==> src/rtl/i2s_clkws_cfg_seq_if.sv <==
// Configuration bus between the I2S register file and the clock/WS reconfiguration
// sequencer. Signal suffixes are from the sequencer's point of view.
interface i2s_clkws_cfg_seq_if #(
  parameter int unsigned DRAIN_W = 16
) ();
  // Requested configuration (register file -> sequencer)
  logic               cfg_commit_i;
  logic               cfg_master_en_i;
  logic               cfg_slave_en_i;
  logic               cfg_pdm_en_i;
  logic               cfg_sel_master_num_i;
  logic               cfg_sel_master_ext_i;
  logic               cfg_sel_slave_num_i;
  logic               cfg_sel_slave_ext_i;
  logic [15:0]        cfg_div_0_i;
  logic [15:0]        cfg_div_1_i;
  logic [4:0]         cfg_word_size_0_i;
  logic [4:0]         cfg_word_size_1_i;
  logic [3:0]         cfg_word_num_0_i;
  logic [3:0]         cfg_word_num_1_i;
  logic               cfg_master_dsp_en_i;
  logic               cfg_slave_dsp_en_i;
  logic [DRAIN_W-1:0] cfg_drain_cycles_i;
  logic [DRAIN_W-1:0] cfg_settle_cycles_i;

  // Applied configuration and status (sequencer -> generator / register file)
  logic               master_en_o;
  logic               slave_en_o;
  logic               pdm_en_o;
  logic               sel_master_num_o;
  logic               sel_master_ext_o;
  logic               sel_slave_num_o;
  logic               sel_slave_ext_o;
  logic [15:0]        div_0_o;
  logic [15:0]        div_1_o;
  logic [4:0]         word_size_0_o;
  logic [4:0]         word_size_1_o;
  logic [3:0]         word_num_0_o;
  logic [3:0]         word_num_1_o;
  logic               master_dsp_en_o;
  logic               slave_dsp_en_o;
  logic               busy_o;
  logic               done_o;
  logic               pending_o;

  modport master (
    output cfg_commit_i, cfg_master_en_i, cfg_slave_en_i, cfg_pdm_en_i,
           cfg_sel_master_num_i, cfg_sel_master_ext_i, cfg_sel_slave_num_i,
           cfg_sel_slave_ext_i, cfg_div_0_i, cfg_div_1_i, cfg_word_size_0_i,
           cfg_word_size_1_i, cfg_word_num_0_i, cfg_word_num_1_i,
           cfg_master_dsp_en_i, cfg_slave_dsp_en_i, cfg_drain_cycles_i,
           cfg_settle_cycles_i,
    input  master_en_o, slave_en_o, pdm_en_o, sel_master_num_o, sel_master_ext_o,
           sel_slave_num_o, sel_slave_ext_o, div_0_o, div_1_o, word_size_0_o,
           word_size_1_o, word_num_0_o, word_num_1_o, master_dsp_en_o,
           slave_dsp_en_o, busy_o, done_o, pending_o
  );

  modport slave (
    input  cfg_commit_i, cfg_master_en_i, cfg_slave_en_i, cfg_pdm_en_i,
           cfg_sel_master_num_i, cfg_sel_master_ext_i, cfg_sel_slave_num_i,
           cfg_sel_slave_ext_i, cfg_div_0_i, cfg_div_1_i, cfg_word_size_0_i,
           cfg_word_size_1_i, cfg_word_num_0_i, cfg_word_num_1_i,
           cfg_master_dsp_en_i, cfg_slave_dsp_en_i, cfg_drain_cycles_i,
           cfg_settle_cycles_i,
    output master_en_o, slave_en_o, pdm_en_o, sel_master_num_o, sel_master_ext_o,
           sel_slave_num_o, sel_slave_ext_o, div_0_o, div_1_o, word_size_0_o,
           word_size_1_o, word_num_0_o, word_num_1_o, master_dsp_en_o,
           slave_dsp_en_o, busy_o, done_o, pending_o
  );
endinterface

==> src/rtl/i2s_clkws_cfg_seq.sv <==
// Glitch-safe reconfiguration sequencer for the I2S clock/WS generator.
// Committed configuration is applied as: drop enables, drain, switch selects and
// dividers, settle, re-assert enables. One extra commit can be queued while busy.
module i2s_clkws_cfg_seq #(
  parameter int unsigned DRAIN_W = 16
) (
  input  logic                 clk_i,
  input  logic                 rst_i,
  i2s_clkws_cfg_seq_if.slave   bus
);

  // Everything except the enables; only ever updated in SWITCH.
  typedef struct packed {
    logic        sel_master_num;
    logic        sel_master_ext;
    logic        sel_slave_num;
    logic        sel_slave_ext;
    logic [15:0] div_0;
    logic [15:0] div_1;
    logic [4:0]  word_size_0;
    logic [4:0]  word_size_1;
    logic [3:0]  word_num_0;
    logic [3:0]  word_num_1;
    logic        master_dsp_en;
    logic        slave_dsp_en;
  } set_t;

  // Full commit snapshot; en is {master, slave, pdm}.
  typedef struct packed {
    logic [2:0]         en;
    set_t               set;
    logic [DRAIN_W-1:0] drain;
    logic [DRAIN_W-1:0] settle;
  } snap_t;

  // Staging keeps no drain count: it is consumed when the counter is loaded.
  typedef struct packed {
    logic [2:0]         en;
    set_t               set;
    logic [DRAIN_W-1:0] settle;
  } stage_t;

  typedef enum logic [2:0] {StIdle, StDrain, StSwitch, StSettle, StEnable} state_e;

  state_e             state_q;
  stage_t             stage_q;
  snap_t              pend_q;
  logic               pend_vld_q;
  logic [DRAIN_W-1:0] cnt_q;
  logic [2:0]         en_q;
  set_t               set_q;
  logic               busy_q;
  logic               done_q;

  snap_t snap;
  snap_t promo;

  // A drain count of zero still holds DRAIN for one cycle.
  function automatic logic [DRAIN_W-1:0] drain_load(input logic [DRAIN_W-1:0] d);
    return (d == '0) ? DRAIN_W'(1) : d;
  endfunction

  // Snapshot of the live request and the source used when chaining out of ENABLE.
  always_comb begin
    snap                    = '0;
    snap.en                 = {bus.cfg_master_en_i, bus.cfg_slave_en_i, bus.cfg_pdm_en_i};
    snap.set.sel_master_num = bus.cfg_sel_master_num_i;
    snap.set.sel_master_ext = bus.cfg_sel_master_ext_i;
    snap.set.sel_slave_num  = bus.cfg_sel_slave_num_i;
    snap.set.sel_slave_ext  = bus.cfg_sel_slave_ext_i;
    snap.set.div_0          = bus.cfg_div_0_i;
    snap.set.div_1          = bus.cfg_div_1_i;
    snap.set.word_size_0    = bus.cfg_word_size_0_i;
    snap.set.word_size_1    = bus.cfg_word_size_1_i;
    snap.set.word_num_0     = bus.cfg_word_num_0_i;
    snap.set.word_num_1     = bus.cfg_word_num_1_i;
    snap.set.master_dsp_en  = bus.cfg_master_dsp_en_i;
    snap.set.slave_dsp_en   = bus.cfg_slave_dsp_en_i;
    snap.drain              = bus.cfg_drain_cycles_i;
    snap.settle             = bus.cfg_settle_cycles_i;
    promo                   = pend_vld_q ? pend_q : snap;
  end

  // Sequencer FSM with all outputs registered.
  always_ff @(posedge clk_i) begin
    if (rst_i) begin
      state_q    <= StIdle;
      stage_q    <= '0;
      pend_q     <= '0;
      pend_vld_q <= 1'b0;
      cnt_q      <= '0;
      en_q       <= '0;
      set_q      <= '0;
      busy_q     <= 1'b0;
      done_q     <= 1'b0;
    end else begin
      done_q <= 1'b0;
      // Commits outside IDLE land in the one-deep pending slot, last one wins.
      if (bus.cfg_commit_i && (state_q != StIdle)) begin
        pend_q     <= snap;
        pend_vld_q <= 1'b1;
      end
      unique case (state_q)
        StIdle: begin
          if (bus.cfg_commit_i) begin
            stage_q <= '{en: snap.en, set: snap.set, settle: snap.settle};
            en_q    <= '0;
            busy_q  <= 1'b1;
            if (|en_q) begin
              cnt_q   <= drain_load(snap.drain);
              state_q <= StDrain;
            end else begin
              state_q <= StSwitch;
            end
          end
        end
        StDrain: begin
          cnt_q <= cnt_q - DRAIN_W'(1);
          if (cnt_q == DRAIN_W'(1)) state_q <= StSwitch;
        end
        StSwitch: begin
          set_q <= stage_q.set;
          if (stage_q.settle != '0) begin
            cnt_q   <= stage_q.settle;
            state_q <= StSettle;
          end else begin
            en_q    <= stage_q.en;
            done_q  <= 1'b1;
            state_q <= StEnable;
          end
        end
        StSettle: begin
          cnt_q <= cnt_q - DRAIN_W'(1);
          if (cnt_q == DRAIN_W'(1)) begin
            en_q    <= stage_q.en;
            done_q  <= 1'b1;
            state_q <= StEnable;
          end
        end
        StEnable: begin
          // Enables were just raised, so a queued (or same-cycle) commit must drain.
          if (pend_vld_q || bus.cfg_commit_i) begin
            stage_q <= '{en: promo.en, set: promo.set, settle: promo.settle};
            cnt_q   <= drain_load(promo.drain);
            en_q    <= '0;
            state_q <= StDrain;
            // A commit consumed directly here must not also stay queued.
            if (!(pend_vld_q && bus.cfg_commit_i)) pend_vld_q <= 1'b0;
          end else begin
            busy_q  <= 1'b0;
            state_q <= StIdle;
          end
        end
        default: state_q <= StIdle;
      endcase
    end
  end

  assign bus.master_en_o      = en_q[2];
  assign bus.slave_en_o       = en_q[1];
  assign bus.pdm_en_o         = en_q[0];
  assign bus.sel_master_num_o = set_q.sel_master_num;
  assign bus.sel_master_ext_o = set_q.sel_master_ext;
  assign bus.sel_slave_num_o  = set_q.sel_slave_num;
  assign bus.sel_slave_ext_o  = set_q.sel_slave_ext;
  assign bus.div_0_o          = set_q.div_0;
  assign bus.div_1_o          = set_q.div_1;
  assign bus.word_size_0_o    = set_q.word_size_0;
  assign bus.word_size_1_o    = set_q.word_size_1;
  assign bus.word_num_0_o     = set_q.word_num_0;
  assign bus.word_num_1_o     = set_q.word_num_1;
  assign bus.master_dsp_en_o  = set_q.master_dsp_en;
  assign bus.slave_dsp_en_o   = set_q.slave_dsp_en;
  assign bus.busy_o           = busy_q;
  assign bus.done_o           = done_q;
  assign bus.pending_o        = pend_vld_q;

endmodule

==> src/flat_wrapper.sv <==
// flat-port wrapper written by rule: the top's interface ports become plain ports
module i2s_clkws_cfg_seq_flat 
#(
  parameter int unsigned DRAIN_W = 16
)
  (clk_i, rst_i, bus_cfg_commit_i, bus_cfg_master_en_i, bus_cfg_slave_en_i, bus_cfg_pdm_en_i, bus_cfg_sel_master_num_i, bus_cfg_sel_master_ext_i, bus_cfg_sel_slave_num_i, bus_cfg_sel_slave_ext_i, bus_cfg_div_0_i, bus_cfg_div_1_i, bus_cfg_word_size_0_i, bus_cfg_word_size_1_i, bus_cfg_word_num_0_i, bus_cfg_word_num_1_i, bus_cfg_master_dsp_en_i, bus_cfg_slave_dsp_en_i, bus_cfg_drain_cycles_i, bus_cfg_settle_cycles_i, bus_master_en_o, bus_slave_en_o, bus_pdm_en_o, bus_sel_master_num_o, bus_sel_master_ext_o, bus_sel_slave_num_o, bus_sel_slave_ext_o, bus_div_0_o, bus_div_1_o, bus_word_size_0_o, bus_word_size_1_o, bus_word_num_0_o, bus_word_num_1_o, bus_master_dsp_en_o, bus_slave_dsp_en_o, bus_busy_o, bus_done_o, bus_pending_o);
  i2s_clkws_cfg_seq_if #(.DRAIN_W(DRAIN_W)) bus_i ();
  input  logic clk_i;
  input  logic rst_i;
  input wire logic [$bits(bus_i.cfg_commit_i)-1:0] bus_cfg_commit_i;
  input wire logic [$bits(bus_i.cfg_master_en_i)-1:0] bus_cfg_master_en_i;
  input wire logic [$bits(bus_i.cfg_slave_en_i)-1:0] bus_cfg_slave_en_i;
  input wire logic [$bits(bus_i.cfg_pdm_en_i)-1:0] bus_cfg_pdm_en_i;
  input wire logic [$bits(bus_i.cfg_sel_master_num_i)-1:0] bus_cfg_sel_master_num_i;
  input wire logic [$bits(bus_i.cfg_sel_master_ext_i)-1:0] bus_cfg_sel_master_ext_i;
  input wire logic [$bits(bus_i.cfg_sel_slave_num_i)-1:0] bus_cfg_sel_slave_num_i;
  input wire logic [$bits(bus_i.cfg_sel_slave_ext_i)-1:0] bus_cfg_sel_slave_ext_i;
  input wire logic [$bits(bus_i.cfg_div_0_i)-1:0] bus_cfg_div_0_i;
  input wire logic [$bits(bus_i.cfg_div_1_i)-1:0] bus_cfg_div_1_i;
  input wire logic [$bits(bus_i.cfg_word_size_0_i)-1:0] bus_cfg_word_size_0_i;
  input wire logic [$bits(bus_i.cfg_word_size_1_i)-1:0] bus_cfg_word_size_1_i;
  input wire logic [$bits(bus_i.cfg_word_num_0_i)-1:0] bus_cfg_word_num_0_i;
  input wire logic [$bits(bus_i.cfg_word_num_1_i)-1:0] bus_cfg_word_num_1_i;
  input wire logic [$bits(bus_i.cfg_master_dsp_en_i)-1:0] bus_cfg_master_dsp_en_i;
  input wire logic [$bits(bus_i.cfg_slave_dsp_en_i)-1:0] bus_cfg_slave_dsp_en_i;
  input wire logic [$bits(bus_i.cfg_drain_cycles_i)-1:0] bus_cfg_drain_cycles_i;
  input wire logic [$bits(bus_i.cfg_settle_cycles_i)-1:0] bus_cfg_settle_cycles_i;
  output wire logic [$bits(bus_i.master_en_o)-1:0] bus_master_en_o;
  output wire logic [$bits(bus_i.slave_en_o)-1:0] bus_slave_en_o;
  output wire logic [$bits(bus_i.pdm_en_o)-1:0] bus_pdm_en_o;
  output wire logic [$bits(bus_i.sel_master_num_o)-1:0] bus_sel_master_num_o;
  output wire logic [$bits(bus_i.sel_master_ext_o)-1:0] bus_sel_master_ext_o;
  output wire logic [$bits(bus_i.sel_slave_num_o)-1:0] bus_sel_slave_num_o;
  output wire logic [$bits(bus_i.sel_slave_ext_o)-1:0] bus_sel_slave_ext_o;
  output wire logic [$bits(bus_i.div_0_o)-1:0] bus_div_0_o;
  output wire logic [$bits(bus_i.div_1_o)-1:0] bus_div_1_o;
  output wire logic [$bits(bus_i.word_size_0_o)-1:0] bus_word_size_0_o;
  output wire logic [$bits(bus_i.word_size_1_o)-1:0] bus_word_size_1_o;
  output wire logic [$bits(bus_i.word_num_0_o)-1:0] bus_word_num_0_o;
  output wire logic [$bits(bus_i.word_num_1_o)-1:0] bus_word_num_1_o;
  output wire logic [$bits(bus_i.master_dsp_en_o)-1:0] bus_master_dsp_en_o;
  output wire logic [$bits(bus_i.slave_dsp_en_o)-1:0] bus_slave_dsp_en_o;
  output wire logic [$bits(bus_i.busy_o)-1:0] bus_busy_o;
  output wire logic [$bits(bus_i.done_o)-1:0] bus_done_o;
  output wire logic [$bits(bus_i.pending_o)-1:0] bus_pending_o;
  assign bus_i.cfg_commit_i = bus_cfg_commit_i;
  assign bus_i.cfg_master_en_i = bus_cfg_master_en_i;
  assign bus_i.cfg_slave_en_i = bus_cfg_slave_en_i;
  assign bus_i.cfg_pdm_en_i = bus_cfg_pdm_en_i;
  assign bus_i.cfg_sel_master_num_i = bus_cfg_sel_master_num_i;
  assign bus_i.cfg_sel_master_ext_i = bus_cfg_sel_master_ext_i;
  assign bus_i.cfg_sel_slave_num_i = bus_cfg_sel_slave_num_i;
  assign bus_i.cfg_sel_slave_ext_i = bus_cfg_sel_slave_ext_i;
  assign bus_i.cfg_div_0_i = bus_cfg_div_0_i;
  assign bus_i.cfg_div_1_i = bus_cfg_div_1_i;
  assign bus_i.cfg_word_size_0_i = bus_cfg_word_size_0_i;
  assign bus_i.cfg_word_size_1_i = bus_cfg_word_size_1_i;
  assign bus_i.cfg_word_num_0_i = bus_cfg_word_num_0_i;
  assign bus_i.cfg_word_num_1_i = bus_cfg_word_num_1_i;
  assign bus_i.cfg_master_dsp_en_i = bus_cfg_master_dsp_en_i;
  assign bus_i.cfg_slave_dsp_en_i = bus_cfg_slave_dsp_en_i;
  assign bus_i.cfg_drain_cycles_i = bus_cfg_drain_cycles_i;
  assign bus_i.cfg_settle_cycles_i = bus_cfg_settle_cycles_i;
  assign bus_master_en_o = bus_i.master_en_o;
  assign bus_slave_en_o = bus_i.slave_en_o;
  assign bus_pdm_en_o = bus_i.pdm_en_o;
  assign bus_sel_master_num_o = bus_i.sel_master_num_o;
  assign bus_sel_master_ext_o = bus_i.sel_master_ext_o;
  assign bus_sel_slave_num_o = bus_i.sel_slave_num_o;
  assign bus_sel_slave_ext_o = bus_i.sel_slave_ext_o;
  assign bus_div_0_o = bus_i.div_0_o;
  assign bus_div_1_o = bus_i.div_1_o;
  assign bus_word_size_0_o = bus_i.word_size_0_o;
  assign bus_word_size_1_o = bus_i.word_size_1_o;
  assign bus_word_num_0_o = bus_i.word_num_0_o;
  assign bus_word_num_1_o = bus_i.word_num_1_o;
  assign bus_master_dsp_en_o = bus_i.master_dsp_en_o;
  assign bus_slave_dsp_en_o = bus_i.slave_dsp_en_o;
  assign bus_busy_o = bus_i.busy_o;
  assign bus_done_o = bus_i.done_o;
  assign bus_pending_o = bus_i.pending_o;
  i2s_clkws_cfg_seq #(.DRAIN_W(DRAIN_W)) u_core (.clk_i(clk_i), .rst_i(rst_i), .bus(bus_i));
endmodule
==> config.mk <==
export PLATFORM = sky130hd
export DESIGN_NAME = i2s_clkws_cfg_seq_flat
export DESIGN_NICKNAME = d
export VERILOG_FILES = /design/src/rtl/i2s_clkws_cfg_seq_if.sv /design/src/rtl/i2s_clkws_cfg_seq.sv /design/src/flat_wrapper.sv
export SDC_FILE = /design/constraint.sdc
export NUM_CORES = 1
export LEC_CHECK = 0
export ABC_AREA = 1
export BUFFER_PORTS_ARGS = -buffer_cell sky130_fd_sc_hd__buf_2
export CAP_MARGIN = 20
export CORE_MARGIN = 2
export CORE_UTILIZATION = 56
export CTS_CLUSTER_SIZE = 10
export DETAILED_ROUTE_END_ITERATION = 10
export GPL_ROUTABILITY_DRIVEN = 0
export PLACE_DENSITY_LB_ADDON = 0.15
export SLEW_MARGIN = 20
export SYNTH_ARGS = -nofsm -noshare
export SYNTH_HDL_FRONTEND = slang
export SYNTH_SLANG_ARGS = --single-unit
==> constraint.sdc <==
create_clock -name clk_i -period 1.8 [get_ports clk_i]
set_clock_uncertainty 0.05 [all_clocks]
set_input_delay 0.36 -clock clk_i [delete_from_list [all_inputs] [get_ports clk_i]]
set_output_delay 0.36 -clock clk_i [all_outputs]
set_load 0.05 [all_outputs]
Yosys cells after proc, flatten, opt, wreduce, memory -nomap -nowiden:

Cells that the tools add are included.

* eq/ne operators: 13
* reduce and logical (&&, ||, !) cells: 18
* add/subtract/negate cells: 1
* mux-type cells: 33

Operators with widths (number)
* $mux W75: 2
* $pmux W75 S2: 1
* $mux W16: 6
* $mux W91: 1
* $pmux W16 S4: 1
* $logic_not A16 Y1: 2
* $mux W3: 8
* $eq A16 B1 Y1 const B: 1
* $reduce_bool A16 Y1: 1
* $sub A16 B1 Y16 const B: 1
* $pmux W3 S5: 1
* $pmux W3 S4: 1
* $ne A2 B1 Y1 const B: 5
* $reduce_and A5 Y1: 2
* $mux W1: 9
* $reduce_and A3 Y1: 3
* $reduce_bool A4 Y1: 2
* $eq A3 B2 Y1 const B: 2
* $ne A2 B2 Y1 const B: 3
* $pmux W1 S2: 2
* $eq A3 B1 Y1 const B: 1
* $eq A3 B3 Y1 const B: 1
* $logic_not A3 Y1: 1
* $reduce_bool A3 Y1: 1
* 6 further kinds: 7

* input port bits: 94
* flip-flop bits (word level): 247
* word-level logic and storage cells: 112

Depth between registers and ports, before layout:

Gate-level depths: netlist (run 1).

* depth after elaboration: 6
* mapped depth: 13
* mapped depth without buffers: 12

Worst setup path after synthesis (run 1):

OpenSTA, ideal clock, no wires.

* path kind: register to register
* start point: register u_core.pend_vld_q (netlist: u_core.bus.pending_o)
* end point: register u_core.cnt_q[0]
* stages on the path, launching flop included: 14
* arrival: 1639 ps
* required time: 1680 ps
* path slack: 40 ps
* path through: dfxtp_1 inv_2 clkbuf_1 nand2_1 nand2_1 nor2_1 nand2_1 nor2_1 nand2_1 nand2_1 nand2_1 nand2_1 nand2_1 a21oi_1

* cells in the longest elaborated chain, start to end: 5
* elaborated cells between the ends (all ways): 8
* classes of those cells: eq/ne (1); mux (4); reduce/logical (3)

Ends and longest elaborated chain
* start, declared: RTL line i2s_clkws_cfg_seq.sv:48 `logic pend_vld_q;`
* start signal, assigned: RTL line i2s_clkws_cfg_seq.sv:90 `pend_vld_q <= 1'b0;`
* start signal, assigned: RTL line i2s_clkws_cfg_seq.sv:101 `pend_vld_q <= 1'b1;`
* start signal, assigned: RTL line i2s_clkws_cfg_seq.sv:148 `if (!(pend_vld_q && bus.cfg_commit_i)) pend_vld_q <= 1'b0;`
* $mux W91: RTL line i2s_clkws_cfg_seq.sv:81 `promo = pend_vld_q ? pend_q : snap;`
* $logic_not A16 Y1: RTL line i2s_clkws_cfg_seq.sv:60 `return (d == '0) ? DRAIN_W'(1) : d;`
* $mux W16: RTL line i2s_clkws_cfg_seq.sv:60
* $mux W16: RTL line i2s_clkws_cfg_seq.sv:142 `if (pend_vld_q || bus.cfg_commit_i) begin`
* $pmux W16 S4: RTL line i2s_clkws_cfg_seq.sv:103 `unique case (state_q)`
* end signal, assigned: RTL line i2s_clkws_cfg_seq.sv:110 `cnt_q <= drain_load(snap.drain);`
* end signal, assigned: RTL line i2s_clkws_cfg_seq.sv:118 `cnt_q <= cnt_q - DRAIN_W'(1);`
* end signal, assigned: RTL line i2s_clkws_cfg_seq.sv:144 `cnt_q <= drain_load(promo.drain);`
* end, declared: RTL line i2s_clkws_cfg_seq.sv:49 `logic [DRAIN_W-1:0] cnt_q;`

Parallel ways exist; a longest one is shown, timed or not. The select of a mux whose other input is x is not followed.
A chain may end at the register's enable or synchronous reset.

Worst setup path in the final report (run 1):

* start point: register u_core.state_q[1]
* end point: register u_core.stage_q[64] (netlist bit)

* cells in the longest elaborated chain, start to end: 3
* elaborated cells between the ends (all ways): 7
* classes of those cells: eq/ne (3); mux (1); reduce/logical (3)

Ends and longest elaborated chain
* start, declared: RTL line i2s_clkws_cfg_seq.sv:45 `state_e state_q;`
* start signal, assigned: RTL line i2s_clkws_cfg_seq.sv:87 `state_q <= StIdle;`
* start signal, assigned: RTL line i2s_clkws_cfg_seq.sv:111 `state_q <= StDrain;`
* start signal, assigned: RTL line i2s_clkws_cfg_seq.sv:113 `state_q <= StSwitch;`
* $eq A3 B3 Y1 or $logic_not A3 Y1 (tied branches): RTL line i2s_clkws_cfg_seq.sv:103
* $ne A2 B1 Y1 (no line), or another cell as far along
* $reduce_and A3 Y1 (no line)
* end signal, assigned: RTL line i2s_clkws_cfg_seq.sv:106 `stage_q <= '{en: snap.en, set: snap.set, settle: snap.settle};`
* end signal, assigned: RTL line i2s_clkws_cfg_seq.sv:143 `stage_q <= '{en: promo.en, set: promo.set, settle: promo.settle};`
* end, declared: RTL line i2s_clkws_cfg_seq.sv:46 `stage_t stage_q;`

Parallel ways exist; a longest one is shown, timed or not.

==> impl_metrics.yaml, run 1 <==
routing:
  avgRoutedWirePerCell_um: 15.8
  drt_iter0_markers: 796
  drc: 0
  vias: 10300
  vias_per_cell: 5.62
  ant_nets: 0
  drtPass1Iterations: 5
  wl_mm: 28.9
global_routing:
  grt_pass1_wl_mm: 47.0
  grt.overflow.total: 0
  antenna_found_initial: 0
  grt_max_degree: 59
  grt_usage_pct: 28.4
  grt_pass1_vias: 9485
power:
  p_per_area_mw_per_mm2: 1740
  ir_worst_vdd_mv: 1.07
  p_leak_nw: 5.54
timing:
  fmax_mhz: 579
  hold_viol: 0
  max_slew.worst_pin.slew_ns: 0.386
  grt_setup_unrepaired: "yes"
  finalSetupViolCount: 0
  setup_ws_ns: 0.0743
  slew_viol_final: 0
  period_needed_ns: 1.73
  setup_tns_ns: 0
  slew_headroom_pct: 74.0
  finalCritPeriodShare_pct: 95.9
placed_design:
  dpl_cell_area_sq_mm: 0.0115
  dp.cells: 1764
  dpl_worst_slack_ns: 0.0392
  place_hpwl_mm: 17.5
  numPortBuffers: 155
die:
  io_pins: 156
  start_util_pct: 57.6
  core_area_sq_mm: 0.0181
  num_rows: 49
  dieArea_sq_mm: 0.0197
  die_w_um: 140
  die_h_um: 140
synthesis:
  synth_top_area_share_pct: 47.5
  synthCells: 1445
  yosysTopAreaCell: "dfxtp_1"
  synth-async-reset-ratio_pct: 0
  synth_xor_area_share_pct: 0.0841
  synth_top_family_by_area: "compound AO/OA/AOI/OAI gates"
  synth_edf_count: 0
  synth_area_leaders: "dfxtp_1, o21ai_0, nor2_1"
  muxShareOfSynthArea_pct: 0
  postSynthAreaPerCell_sq_um: 7.21
  synthSimpleGateAreaFrac_pct: 21.5
  synth_compound_area_share_pct: 23.7
  synth.distinct_cells: 37
  synth_fa_ha_area_share_pct: 0.240
  synth_seq_cells: 247
  ys_seq_area_share_pct: 47.5
  yosys_warnings: 0
  syn_nets: 1541
  netlist_area_sq_mm: 0.0104
  synthFlopType: "dfxtp_1"
min_path:
  hp-start: "bus_cfg_div_1_i[9]"
  whs_path_depth: 3
  hold_class: "input port to flip-flop"
setup_path:
  rrSetupSlack_ns: 0.07
  critPathRequiredTime_ns: 2.22
  reg2regPathDepth: 10
  critPathLaunch: "u_core.state_q[1]"
  cp-endpoint: "u_core.stage_q[64]"
  crit_buf_inv: 4
  critPathLaunchType: "flip-flop"
  crit_type: "flip-flop to flip-flop"
  crit_path_max_incr_delay_ns: 0.32
  crit_fanout: 40
  slowest_stage: "dfxtp_1"
  cp_cell_sequence: "inv_2, nand2_4, nor2_4, inv_2, nor2_2, inv_2, nand2_8, buf_12, o21ai_0, a31oi_1"
  arrival_ns: 2.15
  cp_top_family: "simple AND/OR/NAND/NOR gates"
  r2r-end: "u_core.stage_q[64]"
  endpoint_kind: "flip-flop"
  worstSetupPathDepth: 10
  cpMostUsedCell: "inv_2"
  rr_startpoint: "u_core.state_q[1]"
cts:
  cts_max_level: 1
  cts_sinks: 247
  clockRootBuffer: "clkbuf_16"
  clk_latency_ns: 0.55
  clock_path_buffers: 3
  numCtsBuffers: 29
  tritoncts: "built"
  clkTransAtPathRegs_ns: 0.05
layout:
  fill_cells: 1538
  finalInstanceArea_sq_mm: 0.0127
  drive_above_1_share_pct: 16.4
  diodes: 0
  area_growth_pct: 21.8
  nets: 1693
  fin_cells: 1832
status:
  status: "complete, no violations"
flow_run:
  maxCapViolCount: 0
-- tightest hold or removal path, cell delays in order --
cell    delay [ns]
buf_2         0.09
nor2_1        0.04
nor2_1        0.09
-- power by group --
group	internal, mW	leakage [nW]	switching, mW
clock	2.92	0.384	2.13
sequential	7.24	2.03	0.960
combinational	2.69	3.12	6.16
-- placed cells by master, fill, tap and decap left out, drive strengths merged --
master,n
nor3,5
dfxtp,247
o21ai,329
o22ai,1
o211ai,4
dlygate4sd3,29
clkbuf,37
o211a,1
nand2,200
ha,2
o311ai,1
a21o,1
xnor2,1
clkinv,1
nand4,3
a211oi,5
buf,195
nand3,34
a21oi,49
a22oi,1
nor2,320
o21bai,2
inv,62
a31oi,73
-- flip-flops by register name, indices dropped and copies added, names as in the netlist, 3 cells and up --
register,flops
u_core.bus.div_0_o,16
u_core.bus.div_1_o,16
u_core.bus.word_size_0_o,5
u_core.bus.word_size_1_o,5
u_core.state_q,3
u_core.en_q,3
u_core.bus.word_num_0_o,4
u_core.cnt_q,16
u_core.stage_q,75
u_core.bus.word_num_1_o,4
u_core.pend_q,91
-- cell type report --
cell class	instances	area, sq um	area share [%]
multi-input cells	1032	4790	37.7
repair buffers	226	1640	12.9
inverters	61	236	1.86
flip-flops and latches	247	4950	39.0
clock buffers	35	758	5.98
well taps	229	287	2.26
clock inverters	2	28.8	0.227
-- kinds of logic after synthesis --
group / after synthesis
fa+ha+maj: 2
buf+inv: 166
xor+xnor: 1
compound gates: 467
simple gates: 562
flops: 247
-- worst min path at each step --
stage                            to  slack [ns]
5_1_grt           u_core.pend_q[63]       0.009
4_1_cts           u_core.pend_q[81]       0.002
6_report          u_core.pend_q[61]        0.01
3_5_place_dp        u_core.cnt_q[1]        0.41
2_1_floorplan  u_core.bus.pending_o        0.38
3_3_place_gp        u_core.cnt_q[1]        0.41
-- through the flow --
step / power (mW) / hold WS [ns] / util, %
3_3_place_gp: 16.6 / 0.406 / 63.6
6_report: 22.1 / 0.0133 / 70.1
2_1_floorplan: 14.4 / 0.379 / -
5_1_grt: 23.5 / 0.00893 / 70.1
4_1_cts: 21.9 / 0.00236 / 69.6
3_5_place_dp: 16.8 / 0.408 / 63.6
-- synth_stat cells, types with 2 or more instances --
library cell  count
nor2_1          314
o21ai_0         303
dfxtp_1         247
nand2_1         197
a31oi_1          73
clkbuf_1         56
a21oi_1          49
inv_1            47
nand3_1          33
buf_2            30
o21ai_1          26
inv_2            12
buf_4             9
a211oi_1          5
buf_1             5
buf_6             4
nor3_1            4
o211ai_1          4
nand4_1           3
nor2_2            3
ha_1              2
nand2_2           2
nor2_4            2
o21bai_1          2
-- metal layers --
layer	GRT usage (%)	vias up	wire length (um)	part of all wire, %
met5	0	-	0	0
met4	7.55	0	672	2.3
met3	4.31	59	1880	6.5
met2	46.4	375	13400	46
met1	39.6	4747	13000	45
li1	-	5117	-	-
-- what timing repair did --
action	CTS	global route
gates resized for setup	1	14
gates cloned	0	2
setup buffers	0	0
hold buffers	29	0
pin swaps	0	0
hold endpoints to repair	29	0
setup endpoints to repair	1	48
(Power assumes the default switching activity.)
==> run 2: changes to the inputs <==
- PLACE_DENSITY: not set -> 0.84
- PLACE_DENSITY_LB_ADDON: 0.15 -> not set
==> impl_metrics.yaml, run 2 (synthesis results as in run 1) <==
status:
  status: "complete, no violations"
layout:
  final_cell_mix: "nor2_1, o21ai_0, dfxtp_1"
  final_util_pct: 68.4
  largest-register: "u_core.pend_q"
  area_growth_pct: 18.7
  nets: 1668
  fill_cells: 1490
  top_regs: "u_core.pend_q (91), u_core.stage_q (75)"
  finalInstanceArea_sq_mm: 0.0124
  largest_reg_flops: 91
  drive_above_1_share_pct: 17.0
  layout_commonest_cell: "nor2_1"
timing:
  finalCritPeriodShare_pct: 96.6
  max_slew.worst_pin.slew_ns: 0.425
  slew_viol_final: 0
  period_needed_ns: 1.74
  slew_headroom_pct: 71.7
  finalSetupViolCount: 0
  fmax_mhz: 575
  hold_viol: 0
  setup_ws_ns: 0.0604
die:
  num_rows: 49
  die_w_um: 140
  io_pins: 156
  die_h_um: 140
  dieArea_sq_mm: 0.0197
  core_area_sq_mm: 0.0181
  start_util_pct: 57.6
placed_design:
  numPortBuffers: 155
  dpl_cell_area_sq_mm: 0.0114
  place_hpwl_mm: 17.8
  dpl_worst_slack_ns: 0.0620
power:
  ir_worst_vdd_mv: 1.51
  p_per_area_mw_per_mm2: 1790
  p_leak_nw: 5.40
  power.total_mw: 22.2
setup_path:
  arrival_ns: 2.11
  slowest_stage: "dfxtp_2"
  cpMostUsedCell: "nand2_4"
  crit_fanout: 12
  crit_buf_inv: 2
  cp_top_family: "simple AND/OR/NAND/NOR gates"
  crit_type: "flip-flop to flip-flop"
  crit_path_max_incr_delay_ns: 0.38
  critPathRequiredTime_ns: 2.17
  cp_cell_sequence: "inv_4, nand2_4, nor2_8, nand3_1, nand2_2, nor2_2, nand2_4, buf_12, a211oi_1, nor2_1"
  critPathLaunchType: "flip-flop"
  endpoint_kind: "flip-flop"
global_routing:
  grt_max_degree: 103
  grt.overflow.total: 0
  grt_pass1_vias: 9626
  grt_pass1_wl_mm: 46.7
  grt_usage_pct: 28.1
  antenna_found_initial: 5
routing:
  drtPass1Iterations: 5
  avgRoutedWirePerCell_um: 16.3
  vias: 10500
  ant_nets: 0
  drc: 0
  vias_per_cell: 5.79
  drt_iter0_markers: 1067
  wl_mm: 29.5
cts:
  cts_max_level: 1
  clk_latency_ns: 0.53
  tritoncts: "built"
  clkTransAtPathRegs_ns: 0.06
  numCtsBuffers: 28
  clockRootBuffer: "clkbuf_16"
  cts_sinks: 247
  cts_hold_buffers: 0
  clock_path_buffers: 3
flow_run:
  maxCapViolCount: 0
min_path:
  hold_class: "input port to flip-flop"
-- run 2: cell count changes in the layout (fill, tap and decap cells not counted), moves of 3 or more --
cell / delta
buf_12: -4
dlygate4sd3_1: -29
buf_4: +8
nor2_2: -3
nand2_1: -3
diode_2: +3
-- run 2: layout make-up --
type                    instances  area (sq um)  share of cell area (%)
clock inverters                 1          16.3                   0.132
repair inverters                1          6.26                  0.0506
clock buffers                  31           712                    5.76
well taps                     229           287                    2.32
flip-flops and latches        247          4950                    40.0
diodes                          3          7.51                  0.0607
repair buffers                201          1340                    10.9
multi-input cells            1032          4800                    38.8
inverters                      61           239                    1.93
-- run 2: power breakdown --
group	switching, mW	internal (mW)
combinational	6.29	2.78
clock	2.08	2.75
sequential	1.02	7.24
-- run 2: path summary, 6_finish.rpt --
kind | start | slack, ns | to | cells past startpoint
max | u_core.state_q[0] | 0.06 | u_core.cnt_q[4] | 10
min | bus_cfg_word_num_0_i[0] | 0.01 | u_core.pend_q[38] | 3
max reg2reg | u_core.state_q[0] | 0.06 | u_core.cnt_q[4] | 10
min reg2reg | u_core.pend_q[77] | 0.42 | u_core.stage_q[61] | 2
-- run 2: metal layers --
layer	routed length (um)	vias up	track usage, %
li1	-	5061	-
met1	12700	4886	37.9
met4	601	4	8.98
met2	13800	454	45.7
met5	27	-	0
met3	2410	58	5.64
-- run 2: worst reg2reg max path: cells and delay by family (launching register included) --
kind	cells	cell delay, ns
and+or+nand+nor	7	0.75
DFF	1	0.38
buffers and inverters	2	0.23
AOI/OAI and AO/OA	1	0.21
-- run 2: stage by stage --
step,hold WS [ns],instances,setup TNS (ns)
after floorplan,0.379,1445,0
after global placement,0.404,1760,0
after detailed placement,0.414,1760,0
after global routing,0.0177,1805,-0.0495
final,0.0126,1806,0
after CTS,0.00463,1792,0
-- run 2: repair_timing --
item,4_1_cts,5_1_grt
endpoints found under the setup margin,2,96
resized for setup,2,17
gates cloned,0,5
buffers inserted,0,6
pin swaps,1,3
